$ cat src/rtl/icache_ctrl.sv
// Direct-mapped read-only instruction cache controller with a single-block refill FSM.
// Optional hit/miss performance counters are enabled by defining ICACHE_PERF_CNT_EN.
module icache_ctrl #(
    parameter int NUM_SETS = 8
) (
    input  logic         CLK,
    input  logic         RESET,
    input  logic         READ,
    input  logic [31:0]  ADDRESS,
    output logic [31:0]  INSTRUCTION,
    output logic         BUSYWAIT,
    output logic         MEM_READ,
    output logic [27:0]  MEM_ADDRESS,
    input  logic [127:0] MEM_READDATA,
    input  logic         MEM_BUSYWAIT
`ifdef ICACHE_PERF_CNT_EN
    ,
    output logic [31:0]  HIT_COUNT,
    output logic [31:0]  MISS_COUNT
`endif
);
    localparam int IDX   = $clog2(NUM_SETS);
    localparam int TAG_W = 28 - IDX;

    typedef enum logic [1:0] {IDLE, FETCH, UPDATE} state_t;

    state_t               state_q, state_d;
    logic [127:0]         data_q [NUM_SETS];
    logic [TAG_W-1:0]     tag_q  [NUM_SETS];
    logic [NUM_SETS-1:0]  valid_q;
    logic [27:0]          mem_addr_q;

    logic [IDX-1:0]       idx;
    logic [TAG_W-1:0]     tag;
    logic [1:0]           word;
    logic [127:0]         line;
    logic [31:0]          words [4];
    logic                 hit;
    logic                 miss_start;
    logic                 fill_done;
    logic [IDX-1:0]       fill_idx;
    logic [TAG_W-1:0]     fill_tag;
    logic                 unused_addr;

    assign idx         = ADDRESS[4 +: IDX];
    assign tag         = ADDRESS[31 -: TAG_W];
    assign word        = ADDRESS[3:2];
    assign unused_addr = ^ADDRESS[1:0];
    assign line        = data_q[idx];
    assign hit         = READ & valid_q[idx] & (tag_q[idx] == tag);

    // The refill always targets the latched block address, not the live CPU address.
    assign fill_idx    = mem_addr_q[IDX-1:0];
    assign fill_tag    = mem_addr_q[27 -: TAG_W];
    assign miss_start  = (state_q == IDLE) & READ & ~hit;
    assign fill_done   = (state_q == FETCH) & ~MEM_BUSYWAIT;
    assign MEM_ADDRESS = mem_addr_q;

    genvar gi;
    generate
        for (gi = 0; gi < 4; gi++) begin : g_word
            assign words[gi] = line[32*gi +: 32];
        end
    endgenerate

    always_comb begin
        state_d     = state_q;
        BUSYWAIT    = 1'b0;
        MEM_READ    = 1'b0;
        INSTRUCTION = words[word];
        unique case (state_q)
            IDLE: begin
                BUSYWAIT = READ & ~hit;
                if (miss_start) state_d = FETCH;
            end
            FETCH: begin
                BUSYWAIT = 1'b1;
                MEM_READ = 1'b1;
                if (!MEM_BUSYWAIT) state_d = UPDATE;
            end
            UPDATE: begin
                BUSYWAIT = 1'b1;
                state_d  = IDLE;
            end
            default: state_d = IDLE;
        endcase
    end

    always_ff @(posedge CLK) begin
        if (RESET) begin
            state_q    <= IDLE;
            mem_addr_q <= '0;
            valid_q    <= '0;
        end else begin
            state_q <= state_d;
            if (miss_start) mem_addr_q <= ADDRESS[31:4];
            if (fill_done)  valid_q[fill_idx] <= 1'b1;
        end
    end

    // Tag and data storage carry no reset; a reset during a fill suppresses the write.
    always_ff @(posedge CLK) begin
        if (!RESET && fill_done) begin
            data_q[fill_idx] <= MEM_READDATA;
            tag_q[fill_idx]  <= fill_tag;
        end
    end

`ifdef ICACHE_PERF_CNT_EN
    logic [31:0] hit_cnt_q, miss_cnt_q;

    always_ff @(posedge CLK) begin
        if (RESET) begin
            hit_cnt_q  <= '0;
            miss_cnt_q <= '0;
        end else begin
            if ((state_q == IDLE) && hit && (hit_cnt_q != 32'hFFFF_FFFF))
                hit_cnt_q <= hit_cnt_q + 32'd1;
            if (miss_start && (miss_cnt_q != 32'hFFFF_FFFF))
                miss_cnt_q <= miss_cnt_q + 32'd1;
        end
    end

    assign HIT_COUNT  = hit_cnt_q;
    assign MISS_COUNT = miss_cnt_q;
`endif
endmodule

$ cat config.mk
export PLATFORM = sky130hd
export DESIGN_NAME = icache_ctrl
export DESIGN_NICKNAME = d
export VERILOG_FILES = /design/src/rtl/icache_ctrl.sv
export SDC_FILE = /design/constraint.sdc
export NUM_CORES = 1
export LEC_CHECK = 0
export ABC_CLOCK_PERIOD_IN_PS = 35800
export CELL_PAD_IN_SITES_DETAIL_PLACEMENT = 1
export CELL_PAD_IN_SITES_GLOBAL_PLACEMENT = 1
export CORE_MARGIN = 2
export CORE_UTILIZATION = 32
export DETAILED_ROUTE_END_ITERATION = 6
export GPL_ROUTABILITY_DRIVEN = 0
export PLACE_DENSITY_LB_ADDON = 0.1
export SYNTH_ARGS = -nofsm -noshare
export SYNTH_HDL_FRONTEND = slang
export SYNTH_SLANG_ARGS = --single-unit
$ cat constraint.sdc
create_clock -name CLK -period 35.8 [get_ports CLK]
set_input_delay 3.58 -clock CLK [delete_from_list [all_inputs] [get_ports CLK]]
set_output_delay 3.58 -clock CLK [all_outputs]
set_load 0.01 [all_outputs]
==> results.cfg <==
[clock_network]
cts-root-buf = clkbuf_16
cts-htree-levels = 4
cts_setup_buffers = 0
cts_tree = yes
hold_buffers = 0
post_cts_resize_count = 0
cts_buffers = 144
cts_buffer_depth = 3
clk_pin_slew_ps = 60
clock-sinks = 1262
clkLatencyLatePin_ps = 770

[logic_synthesis]
ys_warn_count = 0
synth_top_area_share_pct = 76.47
ys_seq_elements = 1262
synthDistinctLibCells = 47
synth_flop_cell = edfxtp_1
syn_area_um2 = 48060
ys_seq_area_share_pct = 78.05
yosysMostFrequentCell = edfxtp_1
async_flop_share_pct = 0
synth_common_cells = edfxtp_1 (1,224), mux4_2 (352), mux2i_1 (77)
yosys.area.top_type = edfxtp_1
synth_edf_count = 1224
synth_nets = 2140
synth_area_leaders = edfxtp_1 (76%), mux4_2 (16%), mux2i_1 (1.6%)
syn-instance-count = 1972
avgSynthCellArea_um2 = 24.37

[drt]
ant_nets = 0
vias = 21550
drtIter0Drc = 1145
routed_via_density = 4.891
drt_drc_violations_left = 0
drtPass1Iterations = 5
wire_per_inst_um = 27.45
wl_um = 121000

[floorplan]
core_area_um2 = 149400
die_y_um = 391.6
rows = 142
dieArea_um2 = 153300
initial_core_util_pct = 32.17
die_w_um = 391.6
ios = 226

[pwr]
p_int_w = 0.002580
p_per_area_nw_per_um2 = 57.41
p_switching_w = 0.0007088
ir_drop_mv = 0.04696
p_leak_nw = 17.87
sequentialPowerShare_pct = 50.6
power.total_w = 0.003289
pwr-share-clk_pct = 43.2
swShare_pct = 21.55
pwr-share-comb_pct = 6.2

[setup_path]
worstPathRequired_ps = 32220
worst-path-buf-inv = 4
cp-start-kind = input pin
slowest_delay_ps = 860
crit_chain = buf_8 -> buf_4 -> buf_12 -> nand2_1 -> o22ai_1 -> nor3_1 -> or3b_1 -> nor4_1 -> a311oi_4 -> nor2_1 -> nor2_1 -> clkdlybuf4s50_1
cpMostUsedCell = nor2_1
cp_top_family = buffers and inverters
slowest_stage = buf_4
cp_max_fo = 133
end_kind = output pin
crit_type = input pin to output pin
critPathArrivalTime_ps = 8730

[run_status]
run_status = finished, final reports clean

[timing]
worstMarginPinSlew_ps = 1105
fin_crit_ps = 12310
fin_skew_ps = 33.87
rsz0062_at_grt = false
slew_headroom_pct = 26.30
fin_hold_ws_ps = 452.1
final.setup.tns_ps = 0
fmax_ghz = 0.08126
slew_violations = 0
timing.final.crit_share_pct = 34.38
hold_viol = 0
setup_viol = 0

[final_layout]
nFillCells = 13940
areaGrowthSynthToFinish_pct = 19.20
nets = 2444
drive_above_1_share_pct = 26.07

[grt]
grt_first_pass_wirelength_um = 174400
antenna_found_initial = 30
grt_pass1_vias = 24340
grt_usage_pct = 16.04
grt_max_degree = 134
overflow = 0

[worst_hold_path]
hp-class = register to register

[placement]
dpl.hpwl_um = 63460
io_buffers = 223

[flow_run]
max-cap-violations = 0
[power by group through the flow]
stage               Clock [W]  Sequential, W  Combinational (W)
floorplan                   0        0.00170           0.000110
global placement            0        0.00169           0.000210
detailed placement          0        0.00170           0.000213
CTS                   0.00147        0.00166           0.000214
global route          0.00152        0.00167           0.000222
finish                0.00142        0.00166           0.000205
[placed cells by master (no fill, tap or decap), types with 6 or more instances in the layout]
cell	netlist	routed
a22o_1	7	7
xor2_1	17	17
nor2_4	0	6
mux2i_1	77	77
buf_4	7	25
mux2_1	6	6
clkbuf_16	0	148
edfxtp_1	1224	1224
inv_6	0	6
clkinv_2	0	13
clkinv_1	1	34
buf_12	0	8
bufinv_16	0	9
mux2_2	34	34
dfxtp_1	38	38
clkbuf_1	35	39
nor2_1	39	33
a21o_1	8	8
nand2_1	6	6
inv_1	6	6
clkdlybuf4s50_1	0	218
mux4_2	352	352
[state kept, by name (all words and copies together), names as in the netlist]
signal,count
MEM_ADDRESS,28
data_q,1024
state_q,2
tag_q,200
valid_q,8
[logic make-up (layout without fill, tap and decap cells)]
logic type | count (synthesis) | in the layout | synth area share, %
AND/OR/NAND/NOR | 73 | 73 | 0.7289
other | 0 | 1 | 0
multiplexers | 469 | 469 | 19.03
AO/OA/AOI/OAI | 43 | 43 | 0.6873
flip-flops | 1262 | 1262 | 78.05
buffers and inverters | 104 | 522 | 1.083
adder cells (fa/ha/maj) | 4 | 4 | 0.1041
XOR/XNOR | 17 | 17 | 0.3098
[worst paths after layout]
| path | startpoint | to | slack [ps] | cells after the start |
|---|---|---|---|---|
| hold / removal | valid_q[7]$_SDFFE_PP0P_ | valid_q[7]$_SDFFE_PP0P_ | 450 | 1 |
| hold reg to reg | valid_q[7]$_SDFFE_PP0P_ | valid_q[7]$_SDFFE_PP0P_ | 450 | 1 |
| setup reg to reg | state_q[1]$_SDFFE_PP0P_ | data_q[4][108]$_DFFE_PP_ | 31460 | 7 |
| setup / recovery | ADDRESS[5] | BUSYWAIT | 23490 | 12 |
[layer usage]
layer | global-route usage (%) | up-vias | part of all wire (%)
met5 | 0 | - | 0.19
met4 | 4.633 | 34 | 2.2
met3 | 3.759 | 206 | 4.6
met2 | 27.42 | 391 | 51
met1 | 20.28 | 11790 | 42
li1 | - | 9129 | -
[stage by stage]
| stage | setup WS [ps] | area (µm²) | cells | utilization, % |
|---|---|---|---|---|
| floorplan | 20440 | 48060 | 1972 | - |
| global placement | 23270 | 52740 | 4146 | 35.30 |
| detailed placement | 23300 | 52740 | 4146 | 35.30 |
| CTS | 23260 | 57290 | 4406 | 38.34 |
| global route | 23030 | 57290 | 4406 | 38.34 |
| finish | 23490 | 57290 | 4407 | 38.34 |
[worst reg2reg max path: cells and delay by family (launching register included)]
| family | cells | cell delay [ps] |
|---|---|---|
| simple gates | 2 | 1350 |
| flops | 1 | 310 |
| buf+inv | 4 | 1980 |
| fa+ha+maj | 1 | 250 |
[area by class of cell]
cell class | instances | area [µm²] | area share [%]
diodes | 1 | 2.502 | 0.004368
multi-input cells | 606 | 10090 | 17.62
inverters | 7 | 26.28 | 0.04586
clock inverters | 69 | 645.6 | 1.127
repair buffers | 255 | 2579 | 4.501
well taps | 2016 | 2522 | 4.403
clock buffers | 191 | 3905 | 6.816
flip-flops and latches | 1262 | 37520 | 65.48
Power figures use the tool's default switching activity.
